## src/rtl/alu_cc_pipe.sv

```systemverilog
// alu_cc_pipe: registered Y86-64 style ALU (ADD/SUB/AND/XOR) with a one-entry
// valid/ready result stage and the architectural condition-code register
// {ZF,SF,OF} read by cmovXX/jXX in the execute stage.
module alu_cc_pipe #(
  parameter int         WIDTH  = 64,
  parameter logic [2:0] CC_RST = 3'b100
) (
  input  logic                    clk,
  input  logic                    rst_n,
  input  logic                    flush,
  input  logic                    in_valid,
  output logic                    in_ready,
  input  logic [1:0]              op,
  input  logic signed [WIDTH-1:0] a,
  input  logic signed [WIDTH-1:0] b,
  input  logic                    set_cc,
  output logic                    out_valid,
  input  logic                    out_ready,
  output logic signed [WIDTH-1:0] result,
  output logic                    out_of,
  output logic                    zf,
  output logic                    sf,
  output logic                    of
);

  localparam logic [1:0] OP_ADD = 2'b00;
  localparam logic [1:0] OP_SUB = 2'b01;
  localparam logic [1:0] OP_AND = 2'b10;
  localparam logic [1:0] OP_XOR = 2'b11;

  // Signed overflow of a+b: operands share a sign that the result lost.
  function automatic logic add_ovf(input logic s_a, input logic s_b, input logic s_r);
    return (s_a == s_b) && (s_r != s_a);
  endfunction

  // Signed overflow of a-b: operand signs differ and result sign left a's.
  function automatic logic sub_ovf(input logic s_a, input logic s_b, input logic s_r);
    return (s_a != s_b) && (s_r != s_a);
  endfunction

  logic                    r_valid;
  logic signed [WIDTH-1:0] r_result;
  logic                    r_of;
  logic                    r_zf;
  logic                    r_sf;
  logic                    r_cc_of;

  logic signed [WIDTH-1:0] w_res;
  logic                    w_ovf;
  logic                    w_ready;
  logic                    w_fire;

  // The output slot is free when empty or being drained; flush blocks intake.
  assign w_ready = (!r_valid || out_ready) && !flush;
  assign w_fire  = in_valid && w_ready;

  // Operation decode; every op code is covered so no X leaks to the result.
  always_comb begin
    w_res = '0;
    w_ovf = 1'b0;
    case (op)
      OP_ADD: begin
        w_res = a + b;
        w_ovf = add_ovf(a[WIDTH-1], b[WIDTH-1], w_res[WIDTH-1]);
      end
      OP_SUB: begin
        w_res = a - b;
        w_ovf = sub_ovf(a[WIDTH-1], b[WIDTH-1], w_res[WIDTH-1]);
      end
      OP_AND: w_res = a & b;
      OP_XOR: w_res = a ^ b;
      default: begin
        w_res = '0;
        w_ovf = 1'b0;
      end
    endcase
  end

  // Result stage: load on fire, hold under backpressure, empty on drain/flush.
  always_ff @(posedge clk or negedge rst_n) begin
    if (!rst_n) begin
      r_valid  <= 1'b0;
      r_result <= '0;
      r_of     <= 1'b0;
    end else if (w_fire) begin
      r_valid  <= 1'b1;
      r_result <= w_res;
      r_of     <= w_ovf;
    end else if (flush || out_ready) begin
      r_valid  <= 1'b0;
    end
  end

  // Condition codes follow every fired set_cc op, regardless of downstream stalls.
  always_ff @(posedge clk or negedge rst_n) begin
    if (!rst_n) begin
      {r_zf, r_sf, r_cc_of} <= CC_RST;
    end else if (w_fire && set_cc) begin
      r_zf    <= (w_res == '0);
      r_sf    <= w_res[WIDTH-1];
      r_cc_of <= w_ovf;
    end
  end

  assign in_ready  = w_ready;
  assign out_valid = r_valid;
  assign result    = r_result;
  assign out_of    = r_of;
  assign zf        = r_zf;
  assign sf        = r_sf;
  assign of        = r_cc_of;

endmodule

```

## config.mk

```make
export PLATFORM = sky130hd
export DESIGN_NAME = alu_cc_pipe
export DESIGN_NICKNAME = d
export VERILOG_FILES = /design/src/rtl/alu_cc_pipe.sv
export SDC_FILE = /design/constraint.sdc
export NUM_CORES = 1
export LEC_CHECK = 0
export ABC_AREA = 1
export CAP_MARGIN = 20
export CORE_AREA = 4 4 202 204
export CTS_BUF_LIST = sky130_fd_sc_hd__clkbuf_4
export DETAILED_ROUTE_END_ITERATION = 7
export DIE_AREA = 0 0 206 208
export MAX_ROUTING_LAYER = met4
export PLACE_DENSITY = 0.66
export SYNTH_ARGS = -nofsm -noshare
export SYNTH_HDL_FRONTEND = slang
export SYNTH_SLANG_ARGS = --single-unit
```

## constraint.sdc

```tcl
create_clock -name clk -period 6 [get_ports clk]
set_clock_uncertainty 0.05 [all_clocks]
set_input_delay 0.9 -clock clk [delete_from_list [all_inputs] [get_ports clk]]
set_output_delay 0.9 -clock clk [all_outputs]
set_load 0.02 [all_outputs]
```

==> out/results.tsv, run 1 <==
metric	value	unit
synth_cell_types	45	
p_leak	11.0	nW
grt_pass1_vias	19639	
htree_levels	3	
hold_viol_final	0	
ys.flop_type	dfrtp_1	
critPathKind	in -> reg	
maxCapViolCount	0	
grtUsageTotal	37.8	%
clkTransAtPathRegs	0.10	ns
num_vias	21358	
netSwitchingFraction	55.5	%
synth_seq_cells	69	
avgRoutedWirePerCell	21.0	µm
syn_area_per_cell	5.29	µm²
synth_top_area_cell	nand2_1	
worstPathMaxFanout	9	
cts_resized	0	
cp.required	6.31	ns
slew_violations	0	
final_util	49.5	%
synth-async-reset-ratio	100	%
fmax	227	MHz
initial_core_util	44.0	%
io_buffers	205	
synth_cells	3267	
synth_area	0.0173	mm²
via_per_inst	5.44	
clock_latency	0.40	ns
dpl.hpwl	70.2	mm
area_delta_synth_final	12.5	%
drive_above_1_share	8.82	%
drtPass1Iterations	8	
cts_buffer_depth	2	
dieHeight	208	µm
power_frac_clock	8.3	%
cts_tree	built	
start_kind	input port	
worst_pin_slew	1.03	ns
setup_viol	0	
synth_edf_count	0	
num-nets-final	3662	
die_x	206	µm
powerDensity	154	mW/mm²
antenna_found_initial	1	
final.hold.worst_slack	0.442	ns
finalCritPeriodShare	73.4	%
synth_top_area_share	26.3	%
relSlewSlack	31.5	%
drc	1	
yosysWarnings	0	
place.gp.congestion	1.06	
endpoint_kind	flip-flop	
fillers	4312	
min_period	4.41	ns
core.rowCount	73	
grt.overflow.total	0	
postRouteAntennaNets	0	
status	complete, but fails checks	
drt_wl_total	82.4	mm
seqPwrFrac	20.4	%
numCtsBuffers	9	
comb_power_share	71.3	%
power.internal	1.33	mW
rsz0062_at_grt	no	
p_sw	1.66	mW
synthTopCellsByCount	nand2_1 (1,211), inv_1 (652), nor2_1 (228)	
grt_start_max_net_pins	106	
hold_class	reg -> reg	
dp.cells	3910	
core_area	0.0393	mm²
finalSetupTns	0	ns
synth.most_common_cell	nand2_1	
postCtsSetupBuffers	0	
ctsHoldBuffers	0	
peakVddDrop	93.0	µV
violations	DRC	
arrival	4.71	ns
root_buffer	clkbuf_4	
ys_seq_area_share	9.99	%
drt_iter0_markers	2577	
ys_top_cells_by_area	nand2_1 (26%), inv_1 (14%), dfrtp_1 (9.8%)	
finalNonFillerCells	3926	
ioPinCount	206	
synth_nets	3533	
die_area	0.0428	mm²
cts.sinks	69	
grt_pass1_wl	119	mm
## power groups by stage
stage               combinational, mW  clock, mW  sequential, mW
finish                           2.13      0.249           0.610
CTS                              2.07      0.248           0.608
global route                     2.29      0.274           0.617
global placement                 2.04          0           0.614
detailed placement               2.07          0           0.617
floorplan                        1.18          0           0.717
## cell families (layout without fill, tap and decap cells)
family	count (synthesis)	in the layout	synth area share, %
XOR/XNOR	5	5	0.253
other	0	1	0
adder cells (fa/ha/maj)	130	130	9.49
flip-flops	69	69	9.99
AO/OA/AOI/OAI	304	304	10.0
AND/OR/NAND/NOR	1942	1942	50.3
buffers and inverters	817	950	20.0
## metal layers
metal  wire, µm  global-route usage [%]  vias to the layer above
met1      35800                    53.6                     9768
li1           -                       -                    10186
met2      34400                    55.4                     1248
met5          0                       -                        -
met4       2720                    10.0                        0
met3       9510                    6.56                      156
## area by class of cell
| cell class | count | area (µm²) | area share (%) |
|---|---|---|---|
| flip-flops and latches | 69 | 1730 | 8.89 |
| diodes | 1 | 2.50 | 0.0129 |
| clock inverters | 3 | 13.8 | 0.0708 |
| inverters | 718 | 2700 | 13.9 |
| well taps | 525 | 657 | 3.38 |
| clock buffers | 12 | 90.1 | 0.463 |
| multi-input cells | 2381 | 12100 | 62.3 |
| repair buffers | 217 | 2140 | 11.0 |
## cells in the final DEF (no fill, tap or decap), types with 16 or more instances in the layout
cell,n
a21oi_1,103
a221oi_1,19
clkdlybuf4s50_1,204
dfrtp_1,68
ha_1,128
inv_1,651
inv_2,60
nand2_1,1211
nand2_2,42
nand2_4,19
nand3_1,225
nand3_2,18
nand3b_1,16
nand4_1,45
nor2_1,227
nor2_2,69
nor2_4,31
o21ai_0,100
o22ai_1,37
## worst max-delay path, stage by stage
cell             delay, ns
clkdlybuf4s50_1       0.49
inv_1                 0.06
ha_1                  0.48
nand2_1               0.19
nor2_1                0.59
nand2_1               0.18
nand3_2               0.15
nand3_1               0.10
nand2_1               0.22
nand2_1               0.11
nand2_1               0.08
nand2_1               0.05
nand3_1               0.09
nand2_1               0.06
nor2_1                0.40
nand2_1               0.10
nor2_1                0.15
nand2_1               0.08
nor2_1                0.10
nand3_1               0.08
nand2_1               0.06
## through the flow
stage               cell area (µm²)  setup slack (ns)  power (mW)
finish                        19400              1.59        2.99
global route                  19400              1.35        3.18
CTS                           19400              1.78        2.93
detailed placement            19300              1.36        2.68
global placement              19300              1.42        2.65
floorplan                     17300              3.01        1.90
## sequential cells by signal, summed over array words and instances, names as in the netlist
register	cells
out_valid	1
zf	1
out_of	1
of	1
result	64
sf	1
## path summary, 6_finish.rpt
| path | from | end | slack [ns] | cells past startpoint |
|---|---|---|---|---|
| max in group asynchronous | rst_n | result[52] | 4.71 | 2 |
| worst max register to register | out_valid | zf | 3.38 | 20 |
| min in group asynchronous | rst_n | result[12] | 0.61 | 2 |
| worst max-delay path | b[4] | zf | 1.59 | 21 |
| worst min register to register | zf | zf | 0.44 | 2 |
| worst min-delay path | zf | zf | 0.44 | 2 |
(Power assumes the default switching activity.)
==> run 2, diff against run 1 <==
--- a/config.mk
+++ b/config.mk
@@ -12,7 +12,7 @@
 export DETAILED_ROUTE_END_ITERATION = 7
 export DIE_AREA = 0 0 206 208
 export MAX_ROUTING_LAYER = met4
-export PLACE_DENSITY = 0.66
+export PLACE_DENSITY = 0.68
 export SYNTH_ARGS = -nofsm -noshare
 export SYNTH_HDL_FRONTEND = slang
 export SYNTH_SLANG_ARGS = --single-unit
==> constraint.sdc (replaced) <==
create_clock -name clk -period 3.7 [get_ports clk]
set_clock_uncertainty 0.05 [all_clocks]
set_input_delay 0.555 -clock clk [delete_from_list [all_inputs] [get_ports clk]]
set_output_delay 0.555 -clock clk [all_outputs]
set_load 0.02 [all_outputs]
==> run 2 against run 1 <==
Compared with the run above:
- the run now ends clean
- final cell count increased by 11%
- via count increased by 3.8%
- worst setup slack got worse by 1.4 ns
- register-to-register slack got worse by 2.0 ns
- non-clock buffer count increased by 417
==> out/results.tsv, run 2 (same netlist as run 1, synthesis figures left out) <==
metric	value	unit	change
grt_pass1_vias	19970		+1.7%
grt_use_met2	49.8	%	-5.7 points
drc	0		-1
relSlewSlack	51.0	%	+20 points
grt_pass1_wl	113	mm	-5.2%
mostFrequentLayoutCell	nand2_1		
postRouteAntennaNets	0		unchanged
regArea	0.00173	mm²	unchanged
multi_input_comb_area	0.0121	mm²	+0.14%
postCtsSetupBuffers	0		unchanged
grt_use_met3	4.24	%	-2.3 points
place.gp.congestion	1.10		+3.8%
ioPinCount	206		unchanged
grt.overflow.total	0		unchanged
fmax	286	MHz	
pre_cts_ws	-0.171	ns	-1.54 ns
final.hold.worst_slack	0.434	ns	-0.00858 ns
endpoint_kind	flip-flop		
layout_setup_ws	0.201	ns	-1.39 ns
maxCapViolCount	0		unchanged
p_leak	13.2	nW	+19%
drt_wl_total	75.4	mm	-8.5%
min_period	3.50	ns	
powerDensity	244	mW/mm²	+59%
start_kind	input port		
cp.required	4.00	ns	-2.31 ns
drtPass1Iterations	5		-3
final_cell_mix	nand2_1 (1,211), inv_1 (651), buf_4 (410)		
io_buffers	205		unchanged
worst_pin_slew	0.734	ns	-0.292 ns
holdPathStages	2		unchanged
root_buffer	clkbuf_4		
core_area	0.0393	mm²	unchanged
hold_viol_final	0		unchanged
grt_use_met1	51.4	%	-2.2 points
core.rowCount	73		unchanged
grtUsageTotal	34.9	%	-2.9 points
dpl.hpwl	65.8	mm	-6.3%
busiest_layer	met1		
antenna_found_initial	2		+1
die_area	0.0428	mm²	unchanged
die_x	206	µm	unchanged
initial_core_util	44.0	%	unchanged
fillers	4126		-4.3%
setup_viol	0		unchanged
rsz0062_at_grt	no		
htree_levels	3		unchanged
avgRoutedWirePerCell	17.3	µm	-17%
cts_buffer_depth	2		unchanged
worstPathMaxFanout	5		-4
largest_reg_flops	64		unchanged
drive_above_1_share	18.9	%	+10 points
numCtsBuffers	9		unchanged
critPathKind	in -> reg		
drt_iter0_markers	2661		+3.3%
r2r_cells	19		-5.0%
clock_latency	0.40	ns	about the same
finalCritPeriodShare	94.6	%	
status	completed		
dieHeight	208	µm	unchanged
cts.sinks	69		unchanged
num-nets-final	4079		+11%
slew_violations	0		unchanged
cts_tree	built		
arrival	3.80	ns	-0.91 ns
clkTransAtPathRegs	0.10	ns	about the same
via_per_inst	5.10		-6.2%
num_vias	22177		+3.8%
peakVddDrop	199	µV	+110%
hold_class	reg -> reg		
area_delta_synth_final	32.5	%	
grt_start_max_net_pins	76		-28%
==> run 2: metal layers <==
layer | vias to the layer above | part of all wire [%] | wire length (µm)
li1 | 11022 | - | -
met1 | 9831 | 45 | 33800
met2 | 1185 | 41 | 30600
met3 | 139 | 11 | 8510
met4 | 0 | 3.2 | 2420
met5 | - | 0 | 0
==> run 2: what timing repair did <==
action                                  4_1_cts  5_1_grt
resized for setup                             0        6
hold buffers                                  1        0
endpoints found under the setup margin        0        1
endpoints found under the hold margin         4        0
==> run 2: through the flow <==
stage          cell area [µm²]  std cells  power (mW)  TNS (ns)  util, %
3_3_place_gp             22700       4326        4.89    -0.207     57.8
6_report                 22900       4346        5.60         0     58.3
2_1_floorplan            17300       3267        3.07         0        -
4_1_cts                  22900       4343        5.51         0     58.3
3_5_place_dp             22700       4326        4.90    -0.202     57.8
5_1_grt                  22900       4345        5.98         0     58.3
==> run 2: critical path, stage by stage <==
cell,delay [ns]
clkdlybuf4s50_1,0.48
inv_1,0.05
ha_1,0.36
buf_4,0.17
nor2_2,0.16
nand2_1,0.13
buf_4,0.15
nor2_2,0.11
inv_1,0.10
nor2_2,0.08
nand2_1,0.09
nand3_2,0.13
nand2_1,0.06
nand3_1,0.07
nand3b_1,0.24
nor2_1,0.26
nand2_1,0.08
nor2_1,0.13
nand3_2,0.14
nor2_1,0.13
nand3_1,0.07
nand2_1,0.06
==> run 2: report_power, final <==
| group | total (mW) | internal (mW) | switching (mW) |
|---|---|---|---|
| combinational | 4.01 | 1.65 | 2.36 |
| sequential | 0.981 | 0.896 | 0.0856 |
| clock | 0.610 | 0.355 | 0.255 |
| total | 5.60 | 2.90 | 2.70 |
==> run 2: worst paths after layout <==
check | start | endpoint | slack [ns]
worst max-delay path | b[19] | zf | 0.20
worst min-delay path | result[0] | result[0] | 0.43
worst max register to register | out_valid | zf | 1.37
worst min register to register | result[0] | result[0] | 0.43
max in group asynchronous | rst_n | zf | 2.40
min in group asynchronous | rst_n | result[1] | 0.45
==> run 2: final cells by class <==
cell class	instances	share of cell area, %
sequential	69	7.54
inverter	718	11.8
multi-input combinational	2381	53.0
clock inverter	5	0.432
tap	525	2.87
antenna	3	0.0328
timing repair buffer	634	24.0
clock buffer	11	0.361
